==> src/rtl/rom_arbiter.sv <==
// Shared instruction-ROM arbiter: round-robin read access for fetch and load units,
// plus a program-loader mode that drains reads and then grants ROM writes.
module rom_arbiter #(
    parameter int unsigned ROM_WORDS = 4096,
    parameter int unsigned AW        = 12
) (
    input  logic          clk,
    input  logic          rst,

    input  logic          if_req_i,
    input  logic [31:0]   if_addr_i,
    output logic          if_gnt_o,
    output logic          if_rvalid_o,
    output logic [31:0]   if_rdata_o,

    input  logic          ls_req_i,
    input  logic [31:0]   ls_addr_i,
    output logic          ls_gnt_o,
    output logic          ls_rvalid_o,
    output logic [31:0]   ls_rdata_o,

    input  logic          ld_mode_i,
    input  logic          ld_req_i,
    input  logic [31:0]   ld_addr_i,
    input  logic [31:0]   ld_data_i,
    output logic          ld_gnt_o,
    output logic          ld_active_o,
    output logic [AW:0]   ld_cnt_o,

    output logic          rom_r_en_o,
    output logic [31:0]   rom_r_addr_o,
    input  logic [31:0]   rom_r_data_i,

    output logic          rom_w_en_o,
    output logic [31:0]   rom_w_addr_o,
    output logic [31:0]   rom_w_data_o
);

    if (ROM_WORDS > (64'd1 << AW)) begin : g_depth_check
        $error("rom_arbiter: ROM_WORDS does not fit in AW address bits");
    end

    typedef enum logic [1:0] {StRun, StDrain, StLoad} state_e;

    localparam logic [AW:0] CntMax = '1;
    localparam logic [AW:0] CntOne = {{AW{1'b0}}, 1'b1};

    state_e      state_q, state_d;
    logic        prio_ls_q, prio_ls_d;
    logic        if_rvalid_q, if_rvalid_d;
    logic        ls_rvalid_q, ls_rvalid_d;
    logic [31:0] if_rdata_q, if_rdata_d;
    logic [31:0] ls_rdata_q, ls_rdata_d;
    logic [AW:0] ld_cnt_q, ld_cnt_d;
    logic        ld_active_q, ld_active_d;

    logic        rd_ok;
    logic        if_gnt;
    logic        ls_gnt;
    logic        wr_gnt;

    // prio_ls_q set means the load unit wins the next tie.
    always_comb begin
        rd_ok  = !rst && (state_q == StRun) && !ld_mode_i;
        if_gnt = rd_ok && if_req_i && (!ls_req_i || !prio_ls_q);
        ls_gnt = rd_ok && ls_req_i && (!if_req_i || prio_ls_q);
        wr_gnt = !rst && (state_q == StLoad) && ld_mode_i && ld_req_i;
    end

    always_comb begin
        state_d = state_q;
        unique case (state_q)
            StRun:   if (ld_mode_i) state_d = StDrain;
            StDrain: state_d = StLoad;
            StLoad:  if (!ld_mode_i) state_d = StRun;
            default: state_d = StRun;
        endcase

        prio_ls_d = prio_ls_q;
        if (if_gnt) begin
            prio_ls_d = 1'b1;
        end else if (ls_gnt) begin
            prio_ls_d = 1'b0;
        end

        if_rvalid_d = if_gnt;
        ls_rvalid_d = ls_gnt;
        if_rdata_d  = if_rvalid_q ? rom_r_data_i : if_rdata_q;
        ls_rdata_d  = ls_rvalid_q ? rom_r_data_i : ls_rdata_q;

        ld_cnt_d = ld_cnt_q;
        if (state_q == StDrain) begin
            ld_cnt_d = '0;
        end else if (wr_gnt && (ld_cnt_q != CntMax)) begin
            ld_cnt_d = ld_cnt_q + CntOne;
        end

        ld_active_d = (state_d == StLoad);
    end

    always_ff @(posedge clk or posedge rst) begin
        if (rst) begin
            state_q     <= StRun;
            prio_ls_q   <= 1'b0;
            if_rvalid_q <= 1'b0;
            ls_rvalid_q <= 1'b0;
            if_rdata_q  <= '0;
            ls_rdata_q  <= '0;
            ld_cnt_q    <= '0;
            ld_active_q <= 1'b0;
        end else begin
            state_q     <= state_d;
            prio_ls_q   <= prio_ls_d;
            if_rvalid_q <= if_rvalid_d;
            ls_rvalid_q <= ls_rvalid_d;
            if_rdata_q  <= if_rdata_d;
            ls_rdata_q  <= ls_rdata_d;
            ld_cnt_q    <= ld_cnt_d;
            ld_active_q <= ld_active_d;
        end
    end

    // Response data comes straight from the ROM in the rvalid cycle, otherwise the held copy.
    always_comb begin
        if_gnt_o     = if_gnt;
        ls_gnt_o     = ls_gnt;
        if_rvalid_o  = if_rvalid_q;
        ls_rvalid_o  = ls_rvalid_q;
        if_rdata_o   = if_rvalid_q ? rom_r_data_i : if_rdata_q;
        ls_rdata_o   = ls_rvalid_q ? rom_r_data_i : ls_rdata_q;

        rom_r_en_o   = if_gnt || ls_gnt;
        rom_r_addr_o = ls_gnt ? ls_addr_i : if_addr_i;

        ld_gnt_o     = wr_gnt;
        rom_w_en_o   = wr_gnt;
        rom_w_addr_o = ld_addr_i;
        rom_w_data_o = ld_data_i;

        ld_active_o  = ld_active_q;
        ld_cnt_o     = ld_cnt_q;
    end

endmodule
==> config.mk <==
export PLATFORM = sky130hd
export DESIGN_NAME = rom_arbiter
export DESIGN_NICKNAME = d
export VERILOG_FILES = /design/src/rtl/rom_arbiter.sv
export SDC_FILE = /design/constraint.sdc
export NUM_CORES = 1
export LEC_CHECK = 0
export ABC_AREA = 1
export CORE_AREA = 2 2 135 137
export CTS_BUF_LIST = sky130_fd_sc_hd__clkbuf_4 sky130_fd_sc_hd__clkbuf_8
export CTS_CLUSTER_DIAMETER = 50
export DETAILED_ROUTE_END_ITERATION = 8
export DIE_AREA = 0 0 137 139
export PLACE_DENSITY = 0.72
export SETUP_SLACK_MARGIN = 0.1
export SYNTH_ARGS = -nofsm -noshare
export SYNTH_HDL_FRONTEND = slang
export SYNTH_SLANG_ARGS = --single-unit
==> constraint.sdc <==
create_clock -name clk -period 4.75 [get_ports clk]
set_input_delay 0.95 -clock clk [delete_from_list [all_inputs] [get_ports clk]]
set_output_delay 0.95 -clock clk [all_outputs]
set_load 0.02 [all_outputs]
Yosys cells after proc, flatten, opt, wreduce, memory -nomap -nowiden
Index checks and enable logic that the tools add are counted.

Output and inout bits: 181. Register bits after elaboration: 83. Memories: 0. Bits in writable memories: 0. Bits in latches: 0. Logic and storage cells: 44. Bits of input ports: 166. ROM bits: 0.

Add/sub/neg operators: 1. Equal/unequal tests: 4. Bitwise operators: 0. Reduce and logical (&&, ||, !) cells: 21. Shift operators: 0. Order comparisons: 0. Mux-type cells: 10. Multiply operators: 0. Div/mod/pow operators: 0.

Operator list (count): 2-to-1 mux 32 bit (3); 2-to-1 mux 13 bit (2); adder 13 x 1 -> 13 bit, second input constant (1); inequality test 13 bit, second input constant (1); logical AND 1 bit (10); one-hot mux 2 bit (3 select lines) (1); logical NOT 1 bit (5); == test 2 bit, second input constant (2); 2-to-1 mux 2 bit (2); nonzero test 2 bit (2); logical OR 1 bit (3); == test 2 x 1 -> 1 bit, second input constant (1); logical NOT 2 bit (1); 2-to-1 mux 1 bit (2).

Logic depth before layout (Yosys ltp)
Depth in word-level cells: 7. Mapped depth: 10. Depth with buffers taken out: 9.

Least setup slack after synthesis
No wires, ideal clock.

Path type: input to output. Start: input port rst. End: output port rom_r_addr_o[22]. Required time: 3.800 ns. Data arrival time: 3.784 ns. Stages: 8. Path slack: 0.016 ns. Path through: inv_1 -> nand3_1 -> nor2_1 -> nand2_1 -> inv_2 -> buf_4 -> nand2_1 -> nand2_1.

Cells in the longest elaborated chain, start to end: 6.

RTL lines: start: declaration (RTL line 8) `input logic rst,`; logical NOT 1 bit (no line); logical AND 1 bit (2 in a row) (RTL line 64) `rd_ok = !rst && (state_q == StRun) && !ld_mode_i;`; logical AND 1 bit (2 in a row) (RTL line 66) `ls_gnt = rd_ok && ls_req_i && (!if_req_i || prio_ls_q);`; via ls_gnt_o (RTL line 18) `output logic ls_gnt_o,`; 2-to-1 mux 32 bit (RTL line 133) `rom_r_addr_o = ls_gnt ? ls_addr_i : if_addr_i;`; end: declaration (RTL line 31) `output logic [31:0] rom_r_addr_o,`.

The timed path passes the listed nets, and every way through them passes these cells.

Final worst setup path
Start: input port rst. End: output port rom_r_addr_o[7].

Cells in the longest elaborated chain, start to end: 6.

RTL lines (RTL line): logical NOT 1 bit (no line); logical AND 1 bit (2 in a row) (64); logical AND 1 bit (2 in a row) (66); 2-to-1 mux 32 bit (133).

Every way passes these cells.

==> results <==
- The flow ran to the end, and the final reports show no timing, DRC or antenna violations.
- The capture instance of the worst register-to-register path is ld_cnt_o[10].
- The sequential cells in the finished layout cover a total of around 2100 um^2.
- In this run, post-CTS repair resized a total of 0 instances.
- The die is around 140 um tall.
- The dominant register cell in the synthesized netlist is sky130_fd_sc_hd__dfrtp_1.
- The starting density of the core is around a quarter.
- Summed over all layers, the global routing overflow is 0.
- In this run the count of I/O pins placed on the die edge is between 300 and 400.
- The number of hold buffers added after CTS was 0.
- Counting the fill cells in the layout gives between 1500 and 2000.
- The floorplan die area is 19000 um^2.
- Along the worst hold path, the cell count comes to 1.
- The worst hold path terminates at if_rdata_q[7].
- The internal power of the cells is between 2 and 2.5 mW.
- The routed layout has ~3600 vias.
- In the synthesized netlist, the number of instances is 449.
- The worst path in the final design needs a cycle of 4160 ps, including I/O delays and setup.
- The clock net in this run drives a total of 83 sinks.
- The number of failing hold endpoints at the final stage is 0.
- The number of global-route vias before repair came to approximately 3700.
- Traced cell by cell, the critical path runs through clkdlybuf4s50_1 -> clkinvlp_4 -> nand3_1 -> nor2_1 -> nand2_1 -> buf_4 -> nand2_1 -> nand2_1 -> clkdlybuf4s50_1.
- Data on the critical path arrives at its endpoint at ~3200 ps.
- Cells fill a little under two fifths of the core in the end.
- The share of flip-flops with an asynchronous set or reset after synthesis is 100%.
- Along the worst path, the maximum fanout reaches 33.
- The largest net degree at the start of global routing is 50.
- The power share of the sequential group is around 32%.
- The worst-case IR drop observed on VDD is between 0.2 and 0.3 mV.
- In the global route stage, overall resource usage came out at 16.6%.
- Measured along the x axis, the die boundary spans 137 um.
- The total count of max-transition violations in the final report was 0.
- The number of antenna violations at the first check in global routing was 0.
- The count of antenna diodes in the layout is 0.
- Relative to the synthesized area, the layout overhead comes to 49.7%.
- The net total in the final layout is around 770.
- Buffers inserted during clock tree synthesis total 9.
- Dividing the synthesized area by the synthesized cell count gives 9.69 um^2.
- The cell type contributing the most total cell area after synthesis is sky130_fd_sc_hd__dfrtp_1.
- In this run the post-CTS setup repair buffer count came out at 0.
- Static timing analysis puts the maximum clock frequency at between 0.2 and 0.25 GHz.
- The post-route clock period utilization is between 80% and 90%.
- The core box area is between 15000 and 20000 um^2.
- The first global-routing pass estimated around 23000 um of wire.
- The synthesized design devotes to its leading area cell type between 40% and 50% of total area.
- Setup slack on the worst reg-to-reg path comes out at between 3000 and 4000 ps.
- The power per cell area is 508 nW/um^2.
- Setup repair after global routing left no endpoint under its margin.
- Summed over all nets, the half-perimeter wirelength after detailed placement is ~13000 um.
- Among cell families on the critical path, the largest total delay comes from buffers and inverters.
- Setup violations remaining at the end of the flow were counted as 0.
- The floorplan has between 40 and 50 rows.
- The maximum root-to-sink buffer count is 2.
- Clock latency on the worst-skew pair, taken at its later pin, is approximately 350 ps.
- The via count normalized by instance count is between 4 and 5.
- The sequential-to-total area share from yosys stat is between 40% and 50%.
- The startpoint identified for the worst register-to-register timing path is ld_cnt_o[0].
- After synthesis the cells add up to approximately 4300 um^2.
- The clock skew is 9.68 ps.
- After the flow finishes, the layout carries non-filler instances totaling approximately 840.
- The post-placement cell count is 822.
- The number of flops mapped to enable cells by yosys is 0.
- For this run, the detailed router's first-pass iteration total came to 6.
- The most repeated cell in the gate-level netlist after synthesis is sky130_fd_sc_hd__nand2_1.
- By count the netlist is led by 138 x sky130_fd_sc_hd__nand2_1, 83 x sky130_fd_sc_hd__dfrtp_1, 68 x sky130_fd_sc_hd__buf_4, 62 x sky130_fd_sc_hd__mux2_2, 20 x sky130_fd_sc_hd__nand3_1.
- The slowest cell on the critical path is sky130_fd_sc_hd__clkdlybuf4s50_1.
- The endpoint class of the critical path is a primary output.
- The count of input and output buffers is around 220.
- At the end of routability-driven placement, the weighted congestion stood at approximately 0.9.
- The worst pin sits at a relative slew slack of 57.4%.
- The number of buffers and inverters on the critical path is 4.
- Summed over all layers, the routed wires come to 16000 um.
- Clock-pin slew was measured on the worst setup and hold paths at 90 ps.
- The post-synthesis cell type count is 26.
- The DRC violation count after routing is 0.
- By area the synthesized netlist is led by sky130_fd_sc_hd__dfrtp_1 48%, sky130_fd_sc_hd__mux2_2 16%, sky130_fd_sc_hd__nand2_1 12%, sky130_fd_sc_hd__buf_4 12%, sky130_fd_sc_hd__nand3_1 2.3%.
- The worst setup path is launched from an input pin.
- Of the total power, the share spent switching nets is a little over a third.
- The standby leakage power is 2.87 nW.
- The count of warnings emitted by yosys is 0.
- Data on the critical path is required at its endpoint by 3800 ps.
- The most numerous cell type found on the critical path is sky130_fd_sc_hd__nand2_1.
- In the final layout, the share of cells above drive strength 1 is between 10% and 20%.
- The final antenna-violating net count is 0.
- The number of nets in the synthesized netlist is 616.
- In this run the power spent charging and discharging nets is 1.21 mW.
- On the worst path, the slowest cell contributes a delay of between 600 and 700 ps.
- The combinational fraction of design power is just over 50%.
- After detailed routing, the average wire length per cell comes to 19.1 um.
- In this run the number of H-tree levels came out at 3.
- The share of total power in the clock network is around 16%.
- The number of cells on the worst reg-to-reg path is 9.
- The setup path with the least slack is of type input pin to primary output.
- In this run the worst hold path is classified as flip-flop to flip-flop.
- The worst hold path startpoint is if_rdata_q[7].
- The number of design-rule violations left by the first detailed-router iteration is between 100 and 150.
- In the final layout, the multi-input gates occupy 1620 um^2.
- Summed over all failing endpoints, the final setup total negative slack is 0 ps.
- The tool flagged a number of max-cap violations equal to 0.
- The root buffer cell is sky130_fd_sc_hd__clkbuf_8.
- TritonCTS built the clock tree.
- The number of synthesized register bits is 83.
- The slew at the pin closest to its max-slew limit is between 600 and 700 ps.
layout by cell type (no fill, tap or decap), types with 2 or more instances in the layout:
cell type	n
sky130_fd_sc_hd__nor2_2	3
sky130_fd_sc_hd__nor2_1	15
sky130_fd_sc_hd__clkinvlp_4	3
sky130_fd_sc_hd__mux2_1	2
sky130_fd_sc_hd__clkbuf_8	9
sky130_fd_sc_hd__dfrtp_1	83
sky130_fd_sc_hd__nand2_1	138
sky130_fd_sc_hd__o21ai_0	2
sky130_fd_sc_hd__inv_6	2
sky130_fd_sc_hd__a21oi_1	2
sky130_fd_sc_hd__nand4_1	6
sky130_fd_sc_hd__inv_1	17
sky130_fd_sc_hd__nand2_4	2
sky130_fd_sc_hd__buf_4	8
sky130_fd_sc_hd__clkdlybuf4s50_1	216
sky130_fd_sc_hd__nand3_1	20
sky130_fd_sc_hd__mux2_2	62
sky130_fd_sc_hd__nand2_2	3
sky130_fd_sc_hd__xor2_1	2
sky130_fd_sc_hd__o21bai_1	3
area by class of cell:
class                           instances  area share [%]
Timing Repair Buffer                  225            34.4
Sequential cell                        83            31.9
Multi-Input combinational cell        265            24.8
Tap cell                              229            4.40
Clock buffer                            9            1.90
Clock inverter                          7            1.27
Inverter                               20            1.23
stage by stage:
step	cell area [um^2]	hold slack [ps]	setup slack, ps	total power, mW
detailed placement	6300	478	569	2.81
CTS	6510	500	558	3.36
global route	6510	517	419	3.51
floorplan	4350	455	669	2.02
finish	6510	493	593	3.31
global placement	6300	471	560	2.78
worst max path at each step:
stage / slack (ps) / from / endpoint / depth (start not counted)
2_1_floorplan: 670 / rst / rom_r_addr_o[22] / 8
3_3_place_gp: 560 / rst / rom_r_addr_o[7] / 9
3_5_place_dp: 570 / rst / rom_r_addr_o[7] / 9
4_1_cts: 560 / rst / rom_r_addr_o[7] / 9
5_1_grt: 420 / rst / rom_r_addr_o[7] / 9
6_report: 590 / rst / rom_r_addr_o[7] / 9
cells by family (layout without fill, tap and decap cells):
group | after synthesis | after routing | synth area share [%]
flops | 83 | 83 | 47.8
buf+inv | 101 | 261 | 15.1
mux | 64 | 64 | 16.6
compound gates | 7 | 7 | 0.978
fa+ha+maj | 1 | 1 | 0.288
xor+xnor | 2 | 2 | 0.403
simple gates | 191 | 191 | 18.9
registers in the layout, indices dropped and copies added (netlist names):
name,cells
ld_active_o,1
ls_rvalid_o,1
ls_rdata_q,32
prio_ls_q,1
state_q,2
if_rdata_q,32
ld_cnt_o,13
if_rvalid_o,1
power groups by stage:
| stage | Sequential [mW] | Combinational, mW | Clock [mW] |
|---|---|---|---|
| finish | 1.07 | 1.70 | 0.534 |
| floorplan | 1.07 | 0.951 | 0 |
| global route | 1.10 | 1.81 | 0.598 |
| detailed placement | 1.09 | 1.72 | 0 |
| global placement | 1.07 | 1.71 | 0 |
| CTS | 1.08 | 1.73 | 0.564 |
metal layers:
metal  part of all wire [%]  global-route usage (%)
met1                     37                    18.9
met2                     50                    28.2
met3                     12                    7.82
met4                   0.87                    3.74
met5                      0                       0
No activity file was read; power rests on OpenSTA's default activity.
